--- src/rtl/chi_iota_stage_if.sv ---
// Line stream bus for chi_iota_stage: upstream line handshake plus the registered
// downstream line with its slice index and end-of-frame marker.
interface chi_iota_stage_if #(
  parameter int unsigned SLICES = 64,
  parameter int unsigned CNT_W  = 7
);
  logic             in_valid;
  logic             in_ready;
  logic [24:0]      in_line;
  logic             out_valid;
  logic             out_ready;
  logic [24:0]      out_line;
  logic             out_last;
  logic [CNT_W-1:0] slice_idx;

  modport slave (
    input  in_valid, in_line, out_ready,
    output in_ready, out_valid, out_line, out_last, slice_idx
  );

  modport master (
    output in_valid, in_line, out_ready,
    input  in_ready, out_valid, out_line, out_last, slice_idx
  );
endinterface

--- src/rtl/chi_iota_stage.sv ---
// Streaming chi (+ optional iota) stage over a frame of SLICES 25-bit slice lines.
// Define CHI_IOTA_STAGE_IOTA_EN to XOR the latched round-constant bit into bit 0.
module chi_iota_stage #(
  parameter int unsigned SLICES = 64,
  parameter int unsigned CNT_W  = 7
) (
  input  logic              clk,
  input  logic              rst,
  input  logic              start,
  input  logic [SLICES-1:0] round_const,
  chi_iota_stage_if.slave   bus,
  output logic              busy,
  output logic              done
);

  typedef enum logic [1:0] {IDLE, RUN, DRAIN} state_t;

  state_t           state;
  state_t           state_nxt;
  logic [CNT_W-1:0] cnt;
  logic             in_rdy;
  logic             accept;
  logic             out_hs;
  logic             cnt_last;
  logic [24:0]      chi_line;
  logic [24:0]      next_line;

  assign out_hs   = bus.out_valid & bus.out_ready;
  assign accept   = bus.in_valid & in_rdy;
  assign cnt_last = (cnt == CNT_W'(SLICES - 1));
  assign busy     = (state != IDLE);
  assign bus.in_ready = in_rdy;

  always_comb begin
    state_nxt = state;
    in_rdy    = 1'b0;
    case (state)
      IDLE: begin
        if (start) state_nxt = RUN;
      end
      RUN: begin
        in_rdy = ~bus.out_valid | bus.out_ready;
        if (bus.in_valid & in_rdy & cnt_last) state_nxt = DRAIN;
      end
      DRAIN: begin
        if (out_hs & bus.out_last) state_nxt = IDLE;
      end
      default: state_nxt = IDLE;
    endcase
  end

  always_ff @(posedge clk or posedge rst) begin
    if (rst) begin
      state <= IDLE;
      done  <= 1'b0;
    end else begin
      state <= state_nxt;
      done  <= (state == DRAIN) & out_hs & bus.out_last;
    end
  end

  always_ff @(posedge clk or posedge rst) begin
    if (rst) begin
      cnt <= '0;
    end else if ((state == IDLE) && start) begin
      cnt <= '0;
    end else if (accept) begin
      cnt <= cnt + 1'b1;
    end
  end

  // Row-wise chi: each bit XORed with (~next & next-next) within its 5-bit row.
  always_comb begin
    chi_line = '0;
    for (int unsigned y = 0; y < 5; y++) begin
      for (int unsigned x = 0; x < 5; x++) begin
        chi_line[5*y+x] = bus.in_line[5*y+x] ^
                          (~bus.in_line[5*y+((x+1)%5)] & bus.in_line[5*y+((x+2)%5)]);
      end
    end
  end

`ifdef CHI_IOTA_STAGE_IOTA_EN
  logic [SLICES-1:0] rc_q;
  logic [SLICES-1:0] rc_sh;
  logic              unused_rc_sh;

  always_ff @(posedge clk or posedge rst) begin
    if (rst) begin
      rc_q <= '0;
    end else if ((state == IDLE) && start) begin
      rc_q <= round_const;
    end
  end

  assign rc_sh        = rc_q >> cnt;
  assign next_line    = {chi_line[24:1], chi_line[0] ^ rc_sh[0]};
  assign unused_rc_sh = ^rc_sh[SLICES-1:1];
`else
  logic unused_rc;

  assign next_line = chi_line;
  assign unused_rc = ^round_const;
`endif

  // A simultaneous accept and output handshake reloads the register with no bubble.
  always_ff @(posedge clk or posedge rst) begin
    if (rst) begin
      bus.out_valid <= 1'b0;
      bus.out_line  <= '0;
      bus.out_last  <= 1'b0;
      bus.slice_idx <= '0;
    end else if (accept) begin
      bus.out_valid <= 1'b1;
      bus.out_line  <= next_line;
      bus.out_last  <= cnt_last;
      bus.slice_idx <= cnt;
    end else if (out_hs) begin
      bus.out_valid <= 1'b0;
    end
  end

endmodule

--- src/flat_wrapper.sv ---
// flat-port wrapper written by rule: the top's interface ports become plain ports
module chi_iota_stage_flat 
#(
  parameter int unsigned SLICES = 64,
  parameter int unsigned CNT_W  = 7
)
  (clk, rst, start, round_const, busy, done, bus_in_valid, bus_in_line, bus_out_ready, bus_in_ready, bus_out_valid, bus_out_line, bus_out_last, bus_slice_idx);
  chi_iota_stage_if #(.SLICES(SLICES), .CNT_W(CNT_W)) bus_i ();
  input  logic clk;
  input  logic rst;
  input  logic start;
  input  logic [SLICES-1:0] round_const;
  output logic busy;
  output logic done;
  input wire logic [$bits(bus_i.in_valid)-1:0] bus_in_valid;
  input wire logic [$bits(bus_i.in_line)-1:0] bus_in_line;
  input wire logic [$bits(bus_i.out_ready)-1:0] bus_out_ready;
  output wire logic [$bits(bus_i.in_ready)-1:0] bus_in_ready;
  output wire logic [$bits(bus_i.out_valid)-1:0] bus_out_valid;
  output wire logic [$bits(bus_i.out_line)-1:0] bus_out_line;
  output wire logic [$bits(bus_i.out_last)-1:0] bus_out_last;
  output wire logic [$bits(bus_i.slice_idx)-1:0] bus_slice_idx;
  assign bus_i.in_valid = bus_in_valid;
  assign bus_i.in_line = bus_in_line;
  assign bus_i.out_ready = bus_out_ready;
  assign bus_in_ready = bus_i.in_ready;
  assign bus_out_valid = bus_i.out_valid;
  assign bus_out_line = bus_i.out_line;
  assign bus_out_last = bus_i.out_last;
  assign bus_slice_idx = bus_i.slice_idx;
  chi_iota_stage #(.SLICES(SLICES), .CNT_W(CNT_W)) u_core (.clk(clk), .rst(rst), .start(start), .round_const(round_const), .bus(bus_i), .busy(busy), .done(done));
endmodule
--- config.mk ---
export PLATFORM = sky130hd
export DESIGN_NAME = chi_iota_stage_flat
export DESIGN_NICKNAME = d
export VERILOG_FILES = /design/src/rtl/chi_iota_stage_if.sv /design/src/rtl/chi_iota_stage.sv /design/src/flat_wrapper.sv
export SDC_FILE = /design/constraint.sdc
export NUM_CORES = 1
export LEC_CHECK = 0
export ABC_AREA = 1
export CORE_MARGIN = 5
export CORE_UTILIZATION = 34
export DETAILED_ROUTE_END_ITERATION = 8
export PLACE_DENSITY = 0.78
export SLEW_MARGIN = 10
export SYNTH_ARGS = -nofsm -noshare
export SYNTH_HDL_FRONTEND = slang
export SYNTH_SLANG_ARGS = --single-unit
export TNS_END_PERCENT = 50
--- constraint.sdc ---
create_clock -name clk -period 1.35 [get_ports clk]
set_clock_uncertainty 0.05 [all_clocks]
set_input_delay 0.27 -clock clk [delete_from_list [all_inputs] [get_ports clk]]
set_output_delay 0.27 -clock clk [all_outputs]
set_load 0.01 [all_outputs]
After elaboration in Yosys (flattened, before gate mapping)
Cells that the tools add are included.
Widths: inputs -> output; s select.
- register bits: 44
- input port bits: 94
- output and inout port bits: 37
- add/subtract/negate cells: 1
- equality and inequality tests: 6
- muxes and demuxes: 9
- bitwise operators: 84
- reduce and logical (&&, ||, !) cells: 6
- operator list (cell ; number):
    $and 1x1->1 ; 32
    $not 1->1 ; 26
    $xor 1x1->1 ; 25
    $mux 7 ; 2
    $add 7x1->7 const B ; 1
    $eq 7x6->1 const B ; 1
    $mux 2 ; 3
    $pmux 2 s3 ; 1
    $reduce_bool 2->1 ; 3
    $ne 2x1->1 const B ; 2
    $mux 1 ; 3
    $reduce_and 3->1 ; 1
    $eq 2x1->1 const B ; 1
    $eq 2x2->1 const B ; 1
    $logic_not 2->1 ; 1
    $ne 2x2->1 const B ; 1
    $logic_and 1x1->1 ; 1
    $or 1x1->1 ; 1

Logic depth before layout (Yosys ltp)
Gate-level depths: netlist of run 1.
- depth in word-level cells: 6
- depth in mapped cells: 8

Least setup slack after synthesis of run 1
OpenSTA, ideal clock, no wires.
- path kind: reg-to-reg
- start point: reg u_core.cnt[0]
- end point: reg u_core.state[0]
- library setup time: 0.128 ns
- arrival time: 1.037 ns
- data required time: 1.172 ns
- slack: 0.135 ns
- cell stages (with the launch flop): 7
- path through: dfrtp_1 -> ha_1 -> nand3_1 -> nor3_1 -> nand3_1 -> nand2_1 -> nand2_1
- longest elaborated chain between the ends: 4
- ends and longest elaborated chain (item ; RTL line ; text):
    from (decl) ; chi_iota_stage.sv:20 ; logic [CNT_W-1:0] cnt;
    from (signal assigned) ; chi_iota_stage.sv:68 ; cnt <= cnt + 1'b1;
    $eq 7x6->1 ; chi_iota_stage.sv:30 ; assign cnt_last = (cnt == CNT_W'(SLICES - 1));
    $and 1x1->1 ; chi_iota_stage.sv:43 ; if (bus.in_valid & in_rdy & cnt_last) state_nxt = DRAIN;
    $ne 2x1->1 (no line) ; n/a ;
    $reduce_and 3->1 (no line) ; n/a ;
    to (signal assigned) ; chi_iota_stage.sv:57 ; state <= state_nxt;
    to (decl) ; chi_iota_stage.sv:18 ; state_t state;
No other way between the ends.
A chain may end at the register's enable or synchronous reset.

Worst setup path after layout of run 1
- start point: reg u_core.state[0]
- end point: out bus_in_ready
- longest elaborated chain between the ends: 2
- ends and longest elaborated chain (item ; RTL line ; text):
    $eq 2x1->1 ; chi_iota_stage.sv:37 ; case (state)
    $mux 1 ; chi_iota_stage.sv:37 ;
    to (decl) ; flat_wrapper.sv:18 ; output wire logic [$bits(bus_i.in_ready)-1:0] bus_in_ready;
No other way between the ends.

==> results.md, run 1 <==
- Routability congestion estimate from global placement: 0.781
- Number of remaining DRC errors: 0
- Vias per cell: 4.52
- Global-route wire length before repair: 7.71 mm
- Seq cells post-synth: 44
- CTS tree: yes
- Port buffer count: 66
- Horiz. Die Dim: 89.3 um
- Fin area: 0.00313 sq mm
- Synth top area share: 51.5%
- Worst Path Max Fanout: 2
- Status: finished with violations
- Most common cell after layout, fill and taps aside: nand2_1
- Worst Hold Class: input port to asynchronous set/reset pin
- Synth Area in Adders: 0.585%
- Die ar.: 0.00798 sq mm
- Post-layout net count: 428
- Register area share after synthesis: 51.5%
- DR pass1 iterations: 4
- Area fraction in compound gates after synthesis: 9.36%
- Fmax: 0.711 GHz
- Final hold violation count: 0
- Tmin final: 1410 ps
- Cells on worst reg2reg path: 9
- Grt total ovfl: 0
- Yosys top cell by area: dfrtp_1
- Dpl cells: 403
- Die height: 89.3 um
- Unrepaired setup endpoints after global routing: true
- Syn Area/Cell: 8.66 sq um
- Crit end category: output pin
- Clk sink count: 44
- Placed Instance Area: 0.00301 sq mm
- WP data arrival: 1090 ps
- Simple-gate share of the synthesized area: 20.7%
- Total CTS buffers: 5
- Starting Density: 34.3%
- Share of cells above drive strength 1: 14.7%
- Final Max Tran Viols: 0
- Drt total wl: 4.68 mm
- Failing checks: negative setup slack
- Xor-xnor portion of the synthesized cell area: 10.2%
- Final ANT Viol Nets: 0
- Root buf cell: clkbuf_8
- # rows: 29
- Max clock buf depth: 2
- Fin Hold WS: 313 ps
- # setup viols final: 3
- Most frequent cells in the layout: nand2_1 (73), dfrtp_1 (44), dlygate4sd2_1 (31)
- Startpoint Class: flip-flop
- CP required: 1030 ps
- N_diodes: 0
- CTS Hold Bufs: 0
- Worst slew margin: 83.6%
- Mapped cell area: 0.00214 sq mm
- Layout area overhead: 46.1%
- Yosys Warn Count: 0
- CP Class: flip-flop to output pin
- Netlist cell types: 21
- Worst-margin pin slew: 246 ps
- Tot GR Track Use: 12.3%
- Initial DRC count: 63
- Via count: 1858
- Core ar.: 0.00624 sq mm
- PD cells: 1240 mW/mm^2
- Static leakage: 1.58 nW
- Post-Syn Nets: 342
- Max-cap check violation count: 0
- Initial antenna violation count: 0
- Vias in the first global route: 1825
- Fill count: 610
- Synth area leaders: dfrtp_1 (51%), nand2_1 (13%), xor2_1 (10%)
- Htree depth: 2
- Clk Latency, worst-skew pair: 300 ps
- Largest net degree at the start of global routing: 45
- Max VDD drop: 521 uV
- Crit share post-route: 104%
- Cell count after synthesis: 247
- Hpwl dp: 3.54 mm
- Final worst setup slack: -56.7 ps
- Fin cells: 411
- DR WL/cell: 11.4 um
- Io pins: 131
- Area occupied by multi-input gates: 927 sq um
- Clock transition at path regs: 90 ps
- Largest family of logic cells by synthesized area: simple AND/OR/NAND/NOR gates
- Mux cell area share after synthesis: 0%
- Storage cell area: 0.00110 sq mm
[timing repair]
action | 4_1_cts | 5_1_grt
setup buffers | 1 | 0
endpoints found under the hold margin | 0 | 0
pin swaps | 0 | 2
endpoints found under the setup margin | 46 | 23
resized for setup | 48 | 23
[worst paths after layout]
check / start / end / slack [ps]
max in group asynchronous: rst / u_core.bus.out_line[0] / 730
setup / recovery: u_core.state[0] / bus_in_ready / -60
min in group clk: u_core.state[0] / u_core.done / 400
hold reg to reg: u_core.state[0] / u_core.done / 400
hold / removal: rst / u_core.bus.slice_idx[3] / 310
setup reg to reg: u_core.state[0] / u_core.cnt[6] / -10
[metal layers]
metal / track usage (%) / share of wire (%)
met4: 4.19 / 1.8
met5: 0 / 0
met2: 22.1 / 52
met3: 3.96 / 5.6
met1: 13.5 / 40
[cell families (layout without fill, tap and decap cells)]
family,count (synthesis),in the layout
fa+ha+maj,1,1
simple gates,107,107
flops,44,44
compound gates,37,37
xor+xnor,25,25
buf+inv,33,120
[critical path: stages, from the launching register on]
cell and delay, ps:
dfrtp_1 360, inv_2 60, nor2_4 110, inv_2 40
a21oi_2 80, buf_2 130
[through the flow]
step                      setup TNS [ps]  utilization, %  setup slack (ps)  total power [W]
after global routing                -387            50.1              -138          0.00415
after global placement             -9620            48.3              -443          0.00316
after CTS                           -136            49.2              -112          0.00387
final                              -77.9            50.1             -56.7          0.00388
after detailed placement          -10910            48.3              -468          0.00320
after floorplan                        0               -               135          0.00241
[power breakdown]
part           leakage (nW)  internal, W  switching (W)  total (W)
registers             0.557      0.00160       0.000206    0.00181
logic                 0.976     0.000628       0.000628    0.00126
clock network        0.0479     0.000361       0.000459   0.000820
total                  1.58      0.00259        0.00129    0.00388
[registers in the layout, indices dropped and copies added, names as in the netlist]
signal / count
u_core.bus.out_last: 1
u_core.bus.out_line: 25
u_core.bus.out_valid: 1
u_core.bus.slice_idx: 7
u_core.cnt: 7
u_core.done: 1
u_core.state: 2
[layout make-up]
type                    instances  area share [%]
inverters                      25            3.12
flip-flops and latches         44            35.2
repair buffers                 87            26.1
clock inverters                 3           0.600
well taps                      77            3.08
multi-input cells             170            29.7
clock buffers                   5            2.20
[synth_stat cells, drive strengths merged]
cell type,instances
o21ai,34
clkbuf,2
nor2,16
ha,1
a21oi,3
xor2,25
nand2,76
dfrtp,44
nor3,2
buf,6
nand3,11
inv,25
nand4,2
Power figures use the tool's default switching activity.
==> run 2, diff against run 1 <==
Settings changed: CORE_MARGIN 5 to 2.
Clock period 1.35 ns to 1.27 ns, I/O delays scaled along.
==> run 2 against run 1 <==
Effect of this change:
- the flow still finishes with violations (negative setup slack)
- critical path depth decreased by 2
- clock power grew 27%
- first-iteration DRC count is 38% higher
- critical endpoint unchanged
- largest power group unchanged
==> results.md, run 2 (synthesis gave the netlist of run 1 again) <==
- Internal power: 0.00305 W (was 0.00259 W)
- Fin area: 0.00330 sq mm (was 0.00313 sq mm)
- Placed Instance Area: 0.00301 sq mm (about the same)
- CTS tree: yes (unchanged)
- Final Max Tran Viols: 0 (unchanged)
- Global-route wire length before repair: 8.51 mm (was 7.71 mm)
- Tot GR Track Use: 14.8% (was 12.3%)
- Final ANT Viol Nets: 0 (unchanged)
- Clk sink count: 44 (unchanged)
- GR met3 Demand/Resource: 4.27% (was 3.96%)
- Clk Latency, worst-skew pair: 290 ps (was 300 ps)
- Static leakage: 1.62 nW (was 1.58 nW)
- Via count: 1908 (was 1858)
- Total CTS buffers: 5 (unchanged)
- GR Util met2: 25.7% (was 22.1%)
- Worst slack at placement: -524 ps (was -468 ps)
- Horiz. Die Dim: 83.3 um (was 89.3 um)
- Pwr Total: 0.00445 W (was 0.00388 W)
- Core ar.: 0.00599 sq mm (was 0.00624 sq mm)
- Post-layout net count: 438 (was 428)
- PD cells: 1350 mW/mm^2 (was 1240 mW/mm^2)
- Hpwl dp: 3.38 mm (was 3.54 mm)
- # setup viols final: 28 (was 3)
- Initial antenna violation count: 0 (unchanged)
- Fmax: 0.700 GHz
- Sw Pwr: 0.00139 W (was 0.00129 W)
- Worst Path Max Fanout: 3 (was 2)
- Worst Hold Class: input port to asynchronous set/reset pin (unchanged)
- Share of cells above drive strength 1: 21.5% (was 14.7%)
- Routability congestion estimate from global placement: 0.795 (was 0.781)
- Max VDD drop: 585 uV (was 521 uV)
- Max reg flops: 25 (unchanged)
- CP required: 970 ps (was 1030 ps)
- # rows: 28 (was 29)
- Final worst setup slack: -158 ps (was -56.7 ps)
- Largest net degree at the start of global routing: 45 (unchanged)
- CP Class: flip-flop to output pin (unchanged)
- Die height: 83.3 um (was 89.3 um)
- GRT Max-Usage Layer: met2 (unchanged)
- Vias in the first global route: 1898 (was 1825)
- Dpl cells: 402 (was 403)
- Clock power frac: 23.3% (was 21.1%)
- Reg power frac: 43.6% (was 46.5%)
- Top reg by flops: u_core.bus.out_line (unchanged)
- Number of remaining DRC errors: 0 (unchanged)
- N_diodes: 0 (unchanged)
- Crit end category: output pin (unchanged)
- Tmin final: 1430 ps
- Starting Density: 35.7% (was 34.3%)
- Root buf cell: clkbuf_8 (unchanged)
- Fin cells: 419 (was 411)
- Die ar.: 0.00694 sq mm (was 0.00798 sq mm)
- WP data arrival: 1120 ps (was 1090 ps)
- Most frequent cells in the layout: nand2_1 (72), dfrtp_1 (42), clkdlybuf4s50_1 (29) (was nand2_1 (73), dfrtp_1 (44), dlygate4sd2_1 (31))
- Max clock buf depth: 2 (unchanged)
- Setup Total Neg Slack: -1910 ps (was -77.9 ps)
- Vias per cell: 4.55 (was 4.52)
- Htree depth: 2 (unchanged)
- Fill count: 536 (was 610)
- Drt total wl: 4.85 mm (was 4.68 mm)
- Worst slew margin: 83.5% (was 83.6%)
- Startpoint Class: flip-flop (unchanged)
- DR pass1 iterations: 4 (unchanged)
- Clock transition at path regs: 80 ps (was 90 ps)
- DR WL/cell: 11.6 um (was 11.4 um)
- Port buffer count: 66 (unchanged)
- Status: finished with violations (unchanged)
- Unrepaired setup endpoints after global routing: true (unchanged)
- Failing checks: negative setup slack (unchanged)
- Logic pwr share: 33.1% (was 32.3%)
- Switching portion of total power: 31.3% (was 33.3%)
- Final hold violation count: 0 (unchanged)
- Most common cell after layout, fill and taps aside: nand2_1 (unchanged)
- Grt met1 use: 17.8% (was 13.5%)
- Grt total ovfl: 0 (unchanged)
- Largest regs: u_core.bus.out_line x25, u_core.bus.slice_idx x7, u_core.cnt x7 (unchanged)
- Crit share post-route: 112%
- Io pins: 131 (unchanged)
- Max-cap check violation count: 0 (unchanged)
- Layout area overhead: 54.2% (was 46.1%)
- Initial DRC count: 87 (was 63)
- Worst-margin pin slew: 247 ps (was 246 ps)
- CTS Hold Bufs: 0 (unchanged)
==> run 2: worst max-delay path, stage by stage, from the launching register on <==
cell	delay (ps)
dfrtp_1	410
buf_4	160
a21oi_2	120
buf_2	150
==> run 2: metal layers <==
metal | routed length (um) | vias to the layer above
met3 | 191 | 7
met1 | 2090 | 896
li1 | - | 968
met5 | 0 | -
met4 | 64 | 0
met2 | 2500 | 37
==> run 2: stage by stage <==
stage	util, %	hold slack [ps]
floorplan	-	208
global placement	50.2	395
detailed placement	50.2	399
CTS	55.0	324
global route	55.1	333
finish	55.1	317
==> run 2: cell type report <==
cell class,instances,area (sq um),area share (%)
clock buffer,6,72.6,2.20
tap,75,93.8,2.85
sequential,44,1100,33.5
clock inverter,2,35.0,1.06
multi-input combinational,171,972,29.5
inverter,25,97.6,2.96
timing repair buffer,96,923,28.0
==> run 2: final timing paths <==
check                                          start                 endpoint  slack (ps)  cells past startpoint
min in group clk                     u_core.state[0]              u_core.done         410                      1
worst max register to register  u_core.bus.out_valid   u_core.bus.out_line[5]        -120                      5
worst min-delay path                             rst  u_core.bus.slice_idx[5]         320                      3
max in group asynchronous                        rst            u_core.cnt[2]         640                      3
worst max-delay path            u_core.bus.out_valid             bus_in_ready        -160                      3
worst min register to register       u_core.state[0]              u_core.done         410                      1
==> run 2: power groups by stage <==
stage          clock, W  sequential [W]  combinational (W)
2_1_floorplan         0         0.00202           0.000540
3_3_place_gp          0         0.00192            0.00144
3_5_place_dp          0         0.00193            0.00147
4_1_cts         0.00107         0.00191            0.00149
5_1_grt         0.00114         0.00198            0.00162
6_report        0.00104         0.00194            0.00147
==> run 2: what timing repair did <==
action,4_1_cts,5_1_grt
setup endpoints to repair,79,58
buffers inserted,5,1
cloned,3,0
endpoints found under the hold margin,0,0
gates resized for setup,100,26
pin swaps,2,5
==> run 3, diff against run 2 <==
Settings changed: CORE_UTILIZATION 34 to 40, MAX_ROUTING_LAYER set to met4, PLACE_DENSITY 0.78 to 0.86.
Clock period 1.27 ns to 1.68 ns, I/O delays scaled along.
==> run 3 against run 2 <==
Effect of this change:
- the run now ends clean
- hold slack about the same
- count of clock-buffer cells in the layout unchanged
- wire length decreased by 14%
- first-iteration DRC count grew 67%
- setup slack improved by 230 ps
- non-clock buffer count decreased by 19
- register-to-register slack improved by 420 ps
==> results.md, run 3 (synthesis gave the netlist of run 1 again) <==
- Global-route wire length before repair: 7.35 mm (was 8.51 mm)
- Layout area overhead: 40.9% (was 54.2%)
- Final Max Tran Viols: 0 (unchanged)
- Startpoint Class: flip-flop (unchanged)
- Via count: 1780 (was 1908)
- Worst r2r dst: u_core.state[0] (was u_core.bus.out_line[5])
- Initial DRC count: 145 (was 87)
- Max-cap check violation count: 0 (unchanged)
- Most frequent cells in the layout: nand2_1 (75), clkdlybuf4s50_1 (63), dfrtp_1 (44) (was nand2_1 (72), dfrtp_1 (42), clkdlybuf4s50_1 (29))
- Clk Latency, worst-skew pair: 290 ps (about the same)
- Grt total ovfl: 0 (unchanged)
- PD cells: 1040 mW/mm^2 (was 1350 mW/mm^2)
- Max VDD drop: 519 uV (was 585 uV)
- Tot GR Track Use: 15.5% (was 14.8%)
- CTS Hold Bufs: 0 (unchanged)
- # setup viols final: 0 (was 28)
- # rows: 26 (was 28)
- Number of remaining DRC errors: 0 (unchanged)
- Reg power frac: 45.9% (was 43.6%)
- Largest regs: u_core.bus.out_line x25, u_core.bus.slice_idx x7, u_core.cnt x7 (unchanged)
- Buf/Inv on CP: 1 (was 2)
- Max clock buf depth: 2 (unchanged)
- Horiz. Die Dim: 77.1 um (was 83.3 um)
- Vias per cell: 4.52 (was 4.55)
- Clock transition at path regs: 80 ps (about the same)
- Initial antenna violation count: 0 (unchanged)
- Htree depth: 2 (unchanged)
- N_diodes: 0 (unchanged)
- Internal power: 0.00218 W (was 0.00305 W)
- Placed Instance Area: 0.00292 sq mm (was 0.00301 sq mm)
- DR WL/cell: 10.5 um (was 11.6 um)
- Port buffer count: 66 (unchanged)
- Kind of cell adding the most delay to the critical path: buffers and inverters (was flip-flops)
- Root buf cell: clkbuf_8 (unchanged)
- Fmax: 0.623 GHz
- Core ar.: 0.00514 sq mm (was 0.00599 sq mm)
- Fin Hold WS: 317 ps (about the same)
- CP cell instances: clkdlybuf4s50_1 (was buf_4 -> a21oi_2 -> buf_2)
- Worst Hold Class: input port to asynchronous set/reset pin (unchanged)
- Worst Path Max Fanout: 3 (unchanged)
- Unrepaired setup endpoints after global routing: true (unchanged)
- CTS tree: yes (unchanged)
- WP data arrival: 1220 ps (was 1120 ps)
- CP required: 1290 ps (was 970 ps)
- Slowest CP cell: clkdlybuf4s50_1 (was dfrtp_1)
- Sw Pwr: 0.000964 W (was 0.00139 W)
- Post-layout net count: 418 (was 438)
- Pwr Total: 0.00315 W (was 0.00445 W)
- Cells on worst reg2reg path: 6 (was 5)
- Critical R2R Launch: u_core.cnt[0] (was u_core.bus.out_valid)
- Io pins: 131 (unchanged)
- Top reg by flops: u_core.bus.out_line (unchanged)
- Most common cell after layout, fill and taps aside: nand2_1 (unchanged)
- Final ANT Viol Nets: 0 (unchanged)
- Max reg flops: 25 (unchanged)
- Crit share post-route: 95.6%
- Routability congestion estimate from global placement: 0.808 (was 0.795)
- CP Class: flip-flop to output pin (unchanged)
- Largest net degree at the start of global routing: 45 (unchanged)
- Die height: 77.1 um (was 83.3 um)
- Worst-margin pin slew: 249 ps (was 247 ps)
- Fin area: 0.00301 sq mm (was 0.00330 sq mm)
- DR pass1 iterations: 4 (unchanged)
- Max stage delay on crit path: 550 ps (was 410 ps)
- Starting Density: 41.6% (was 35.7%)
- Share of cells above drive strength 1: 9.26% (was 21.5%)
- Final hold violation count: 0 (unchanged)
- Drt total wl: 4.16 mm (was 4.85 mm)
- Total CTS buffers: 5 (unchanged)
- Worst slew margin: 83.4% (was 83.5%)
- Clock power frac: 21.3% (was 23.3%)
- Reg2Reg Setup Slack: 300 ps (was -120 ps)
- Status: completed (was finished with violations)
- Hpwl dp: 3.15 mm (was 3.38 mm)
- Switching portion of total power: 30.6% (was 31.3%)
- Tmin final: 1610 ps
- Clk sink count: 44 (unchanged)
- Die ar.: 0.00595 sq mm (was 0.00694 sq mm)
- Crit end category: output pin (unchanged)
- Logic pwr share: 32.8% (was 33.1%)
- Vias in the first global route: 1709 (was 1898)
- Static leakage: 1.46 nW (was 1.62 nW)
-- run 3: cell types whose count changed in the layout (fill, tap and decap cells not counted), moves of 4 or more --
| cell | change |
|---|---|
| clkdlybuf4s50_1 | +34 |
| clkbuf_2 | -10 |
| o21ai_1 | -7 |
| o21ai_0 | +7 |
| buf_6 | -7 |
| nand3_4 | -4 |
| clkdlybuf4s15_1 | -24 |
| buf_4 | -11 |
-- run 3: worst max-delay path by stage --
| stage | start | end | slack (ps) | depth (start not counted) |
|---|---|---|---|---|
| 2_1_floorplan | rst | u_core.bus.out_last | 260 | 1 |
| 3_5_place_dp | bus_out_ready | bus_in_ready | -280 | 4 |
| 4_1_cts | u_core.state[0] | bus_in_ready | 6 | 5 |
| 5_1_grt | bus_out_ready | u_core.cnt[1] | -30 | 9 |
| 3_3_place_gp | bus_out_ready | bus_in_ready | -260 | 4 |
| 6_report | u_core.bus.out_last | bus_out_last | 70 | 1 |
-- run 3: final cells by class --
type | count | area, sq um
fillers | 491 | 2130
clock buffers | 6 | 82.6
repair buffers | 77 | 764
clock inverters | 2 | 10.0
well taps | 70 | 87.6
multi-input cells | 170 | 875
flip-flops and latches | 44 | 1100
inverters | 25 | 93.8
-- run 3: stage by stage --
stage	setup TNS [ps]	cells	setup WS [ps]	utilization, %
floorplan	0	247	263	-
global placement	-3760	385	-259	56.8
detailed placement	-4070	385	-282	56.8
CTS	0	393	6.29	58.6
global route	-52.2	394	-25.5	58.6
finish	0	394	73.6	58.6
-- run 3: power groups by stage --
stage | registers (W) | clock network [W] | logic (W)
after floorplan | 0.00153 | 0 | 0.000408
after global placement | 0.00145 | 0 | 0.00103
after detailed placement | 0.00146 | 0 | 0.00105
after CTS | 0.00144 | 0.000690 | 0.00105
after global routing | 0.00148 | 0.000745 | 0.00113
final | 0.00145 | 0.000669 | 0.00103
-- run 3: repair_timing --
item | 4_1_cts | 5_1_grt
pin swaps | 1 | 0
setup endpoints to repair | 2 | 4
buffers inserted | 0 | 1
cloned | 0 | 0
resized for setup | 4 | 2
endpoints found under the hold margin | 0 | 0
-- run 3: per-layer routing --
layer  up-vias  GRT usage (%)  wire, um
met5         -              -         0
met4         0           5.54        56
met3         7           2.47       174
met2        42           26.6      2100
met1       810           18.3      1820
li1        921              -         -
